## src/rtl/mul_pkg.sv

```systemverilog
// rtl/mul_pkg.sv - shared constants and tag type for the multiplier tag pipe
package mul_pkg;

   localparam int RD_W_DEF       = 5;
   localparam int CNT_W_DEF      = 32;
   // Register boundaries in the multiplier datapath: EX->MEM and MEM->WB.
   localparam int MUL_REG_STAGES = 2;

   typedef struct packed {
      logic                valid;
      logic [RD_W_DEF-1:0] rd;
   } mul_tag_t;

endpackage

```

## src/rtl/mul_src_cmp.sv

```systemverilog
// rtl/mul_src_cmp.sv - one decode source compared against the EX and MEM MUL tags
module mul_src_cmp
   import mul_pkg::*;
#(
   parameter int RD_W = RD_W_DEF
) (
   input  logic [RD_W-1:0] rs_i,
   input  logic            used_i,
   input  logic            ex_valid_i,
   input  logic [RD_W-1:0] ex_rd_i,
   input  logic            mem_valid_i,
   input  logic [RD_W-1:0] mem_rd_i,
   output logic            hazard_o
);

   logic ex_match;
   logic mem_match;

   assign ex_match  = ex_valid_i  & (ex_rd_i  == rs_i);
   assign mem_match = mem_valid_i & (mem_rd_i == rs_i);

   // A WB match is deliberately absent: the product is bypassed from WB.
   assign hazard_o = used_i & (rs_i != '0) & (ex_match | mem_match);

endmodule

```

## src/rtl/mul_tag_pipe.sv

```systemverilog
// rtl/mul_tag_pipe.sv - MUL destination tag pipeline and interlock; optional MUL_PERF_CNT_EN counters
module mul_tag_pipe
   import mul_pkg::*;
#(
   parameter int RD_W  = RD_W_DEF,
   parameter int CNT_W = CNT_W_DEF
) (
   input  logic            clk,
   input  logic            rst_n,
   input  logic            stall,
   input  logic            issue_valid,
   input  logic [RD_W-1:0] issue_rd,
   input  logic            flush_ex,
   input  logic [RD_W-1:0] id_rs1,
   input  logic [RD_W-1:0] id_rs2,
   input  logic            id_rs1_used,
   input  logic            id_rs2_used,
   output logic            mul_hazard,
   output logic            wb_valid,
   output logic [RD_W-1:0] wb_rd,
   output logic            wb_we,
   output logic            mul_busy
`ifdef MUL_PERF_CNT_EN
   ,
   output logic [CNT_W-1:0] perf_mul_issued,
   output logic [CNT_W-1:0] perf_mul_stall
`endif
);

   if (RD_W < 1 || CNT_W < 1) begin : g_bad_width
      $error("mul_tag_pipe: RD_W and CNT_W must be positive");
   end

   logic            ex_v;
   logic [RD_W-1:0] ex_rd;
   logic            mem_valid_q, mem_valid_d;
   logic [RD_W-1:0] mem_rd_q, mem_rd_d;
   logic            wb_valid_q, wb_valid_d;
   logic [RD_W-1:0] wb_rd_q, wb_rd_d;
   logic            hz_rs1;
   logic            hz_rs2;

   // The EX tag is qualified by rst_n so every output is quiet while reset is held.
   assign ex_v  = issue_valid & ~flush_ex & rst_n;
   assign ex_rd = issue_rd;

   always_comb begin
      mem_valid_d = mem_valid_q;
      mem_rd_d    = mem_rd_q;
      wb_valid_d  = wb_valid_q;
      wb_rd_d     = wb_rd_q;
      if (!stall) begin
         mem_valid_d = ex_v;
         mem_rd_d    = ex_rd;
         wb_valid_d  = mem_valid_q;
         wb_rd_d     = mem_rd_q;
      end
   end

   always_ff @(posedge clk or negedge rst_n) begin
      if (!rst_n) begin
         mem_valid_q <= 1'b0;
         mem_rd_q    <= '0;
         wb_valid_q  <= 1'b0;
         wb_rd_q     <= '0;
      end else begin
         mem_valid_q <= mem_valid_d;
         mem_rd_q    <= mem_rd_d;
         wb_valid_q  <= wb_valid_d;
         wb_rd_q     <= wb_rd_d;
      end
   end

   mul_src_cmp #(.RD_W(RD_W)) u_cmp_rs1 (
      .rs_i        (id_rs1),
      .used_i      (id_rs1_used),
      .ex_valid_i  (ex_v),
      .ex_rd_i     (ex_rd),
      .mem_valid_i (mem_valid_q),
      .mem_rd_i    (mem_rd_q),
      .hazard_o    (hz_rs1)
   );

   mul_src_cmp #(.RD_W(RD_W)) u_cmp_rs2 (
      .rs_i        (id_rs2),
      .used_i      (id_rs2_used),
      .ex_valid_i  (ex_v),
      .ex_rd_i     (ex_rd),
      .mem_valid_i (mem_valid_q),
      .mem_rd_i    (mem_rd_q),
      .hazard_o    (hz_rs2)
   );

   assign mul_hazard = hz_rs1 | hz_rs2;
   assign wb_valid   = wb_valid_q;
   assign wb_rd      = wb_rd_q;
   // Write only in the cycle WB advances, so a stalled result is written once.
   assign wb_we      = wb_valid_q & ~stall & (wb_rd_q != '0);
   assign mul_busy   = ex_v | mem_valid_q | wb_valid_q;

`ifdef MUL_PERF_CNT_EN
   logic [CNT_W-1:0] issued_q, issued_d;
   logic [CNT_W-1:0] stall_cnt_q, stall_cnt_d;

   always_comb begin
      issued_d    = issued_q;
      stall_cnt_d = stall_cnt_q;
      if (ex_v && !stall) begin
         issued_d = issued_q + 1'b1;
      end
      if (mul_hazard && !stall) begin
         stall_cnt_d = stall_cnt_q + 1'b1;
      end
   end

   always_ff @(posedge clk or negedge rst_n) begin
      if (!rst_n) begin
         issued_q    <= '0;
         stall_cnt_q <= '0;
      end else begin
         issued_q    <= issued_d;
         stall_cnt_q <= stall_cnt_d;
      end
   end

   assign perf_mul_issued = issued_q;
   assign perf_mul_stall  = stall_cnt_q;
`endif

endmodule

```

## config.mk

```make
export PLATFORM = sky130hd
export DESIGN_NAME = mul_tag_pipe
export DESIGN_NICKNAME = d
export VERILOG_FILES = /design/src/rtl/mul_pkg.sv /design/src/rtl/mul_src_cmp.sv /design/src/rtl/mul_tag_pipe.sv
export SDC_FILE = /design/constraint.sdc
export NUM_CORES = 1
export LEC_CHECK = 0
export ABC_CLOCK_PERIOD_IN_PS = 3700
export CAP_MARGIN = 30
export CORE_MARGIN = 5
export CORE_UTILIZATION = 29
export CTS_CLUSTER_SIZE = 12
export DETAILED_ROUTE_END_ITERATION = 7
export GPL_ROUTABILITY_DRIVEN = 0
export HOLD_SLACK_MARGIN = 0.08
export RECOVER_POWER = 25
export SLEW_MARGIN = 0
export SYNTH_ARGS = -nofsm -noshare
export SYNTH_HDL_FRONTEND = slang
export SYNTH_HIERARCHICAL = 1
export SYNTH_SLANG_ARGS = --single-unit
export TNS_END_PERCENT = 50
```

## constraint.sdc

```tcl
create_clock -name clk -period 3.7 [get_ports clk]
set_clock_uncertainty 0.1 [all_clocks]
set_input_delay 0.925 -clock clk [delete_from_list [all_inputs] [get_ports clk]]
set_output_delay 0.925 -clock clk [all_outputs]
set_load 0.1 [all_outputs]
```

==> impl_metrics.tcl <==
set metrics [dict create \
    crit_fanout 2 \
    cts_hold_buf 0 \
    vias 644 \
    drt_iter0_drc 23 \
    cts_tree "done" \
    io_pins 31 \
    hold_path_depth 1 \
    max_cap_viol_count 0 \
    routedWlPerCell_microns 14.0 \
    critPathBufInv 3 \
    synthCells 66 \
    path_class "in2out" \
    r2r_setup_slack_ns 2.75 \
    rsz0062_at_grt "false" \
    critical-path-top-delay-family "buffers and inverters" \
    hold_start "wb_rd[4]" \
    use_met3_pct 3.24 \
    yosys_warnings 6 \
    first_global_vias 733 \
    fin_crit_ns 3.60 \
    grt.met1_usage_pct 14.0 \
    finish.instance_area_sq_um 1200 \
    cts.htree.levels 1 \
    row_count 19 \
    drive_above_1_share_pct 30.1 \
    diodes 0 \
    grtUsageMet2_pct 16.6 \
    max_freq_ghz 0.278 \
    area_growth_pct 51.1 \
    ir_drop_mv 0.202 \
    dieArea_sq_um 3880 \
    nNetsFinal 126 \
    drc 0 \
    finalSetupTns_ns 0 \
    final_cell_mix "clkdlybuf4s50_1, xor2_1, dfrtp_1" \
    drtAntennaViolNets 0 \
    reg2reg_from "mem_rd_q[1]" \
    start_util_pct 29.5 \
    pwr_density_cell_nw_per_um2 390 \
    gr-usage-all-layers_pct 10.7 \
    place_area_sq_um 1170 \
    finalPower_uw 467 \
    die_y_microns 62.3 \
    dp_hpwl_microns 1560 \
    critPathSlowestCell "clkdlybuf4s50_1" \
    cts_setup_buffers 0 \
    cpPeakStageDelay_ns 0.44 \
    setup_viol 0 \
    grt_max_degree 13 \
    synth_cell_type_count 18 \
    min_to "wb_rd[4]" \
    cts_resized 0 \
    clkTransAtPathRegs_ns 0.07 \
    startpoint_type "primary input" \
    synth.avg_cell_area_sq_um 12.0 \
    tightest_slew_ns 0.655 \
    slew_headroom_pct 56.4 \
    viasPerCell 4.81 \
    final_common_cell "clkdlybuf4s50_1" \
    core_sq_um 2690 \
    finalMaxSlewViolations 0 \
    synth_area_sq_um 793 \
    dr.pass1.iters 4 \
    p_leak_nw 0.521 \
    ys_seq_elements 12 \
    synth.yosys.seq_area_share_pct 37.9 \
    antenna_found_initial 0 \
    die_w_microns 62.3 \
    hold_path.class "reg2reg" \
    finalHoldViolCount 0 \
    cp-end-kind "output port" \
    fin_crit_sh_pct 97.3 \
    critPathArrivalTime_ns 2.58 \
    outcome "finished clean" \
    reg2reg_to "wb_rd[1]" \
    cp_cell_sequence "clkdlybuf4s50_1 > buf_4 > xor2_1 > nor4_2 > nand3_1 > a21oi_1 > or2_2 > buf_12" \
    grt_pass1_wl_microns 3440 \
    rr_worst_depth 1 \
    wirelength_microns 1880 \
    portBuffers 30 \
    crit_required_ns 2.67 \
    clockBufferDepth 2 \
    gr-max-usage-layer "met2" \
    grt_overflow 0 \
    cts_buffers 3 \
    clock_latency_ns 0.27 \
    root_buffer "clkbuf_4" \
    synth_nets 88 \
    clock-sinks 12 \
]
## cells in the mapped netlist
library cell / instances / area (sq um)
nor4_1: 2 / 12.5
xor2_1: 16 / 140
and3b_1: 1 / 8.76
mux2_4: 10 / 150
nand3_1: 4 / 20.0
or4_1: 2 / 15.0
nand2b_1: 1 / 6.26
buf_6: 1 / 11.3
dfrtp_1: 12 / 300
nor2_1: 1 / 3.75
o21ai_1: 2 / 10.0
xnor2_1: 4 / 35.0
or2_2: 1 / 6.26
mux2_2: 2 / 22.5
nor3_1: 1 / 5.00
a21oi_1: 3 / 15.0
nor4_2: 2 / 25.0
or3_1: 1 / 6.26
## area by class of cell
cell class | instances | area [sq um]
Clock buffer | 4 | 36.3
Timing Repair Buffer | 34 | 342
Sequential cell | 12 | 300
Multi-Input combinational cell | 53 | 482
Tap cell | 31 | 38.8
Fill cell | 275 | 1490
## through the flow
stage               hold WS (ns)  util, %  setup WS (ns)  instances
global route               0.481     44.6        0.00258        134
CTS                        0.447     44.8         0.0787        134
finish                     0.447     44.6         0.0987        134
detailed placement         0.430     43.4         0.0840        130
global placement           0.419     43.4         0.0675        130
floorplan                  0.437        -         0.0943         66
## how the worst max path moves through the flow
| stage | start | end | slack [ns] | cells past startpoint |
|---|---|---|---|---|
| CTS | id_rs2[0] | mul_hazard | 0.08 | 8 |
| floorplan | wb_rd[1] | wb_we | 0.09 | 2 |
| detailed placement | id_rs2[0] | mul_hazard | 0.08 | 8 |
| global route | id_rs1[0] | mul_hazard | 0.003 | 6 |
| finish | id_rs2[0] | mul_hazard | 0.1 | 8 |
| global placement | id_rs2[0] | mul_hazard | 0.07 | 8 |
## report_power, final
group          leakage [nW]  switching (mW)  internal [mW]
Clock                0.0210          0.0430         0.0597
Combinational         0.356           0.123         0.0780
Sequential            0.144          0.0174          0.146
Total                 0.521           0.183          0.284
## metal layers
metal	routed length, microns	part of all wire (%)	vias to the layer above
met1	855	46	304
met5	0	0	-
met2	892	48	27
li1	-	-	313
met3	127	6.8	0
met4	0	0	0
## cells by family (layout without fill, tap and decap cells)
group	count (synthesis)	count (layout)	share of synthesized area, %
xor+xnor	20	20	22.1
mux	12	12	21.8
buf+inv	1	38	1.42
simple gates	16	16	13.7
compound gates	5	5	3.15
flops	12	12	37.9
## state kept, by name (all words and copies together), names as in the netlist
| name | cells |
|---|---|
| wb_rd | 5 |
| mem_valid_q | 1 |
| wb_valid | 1 |
| mem_rd_q | 5 |
No activity file was read; power rests on OpenSTA's default activity.
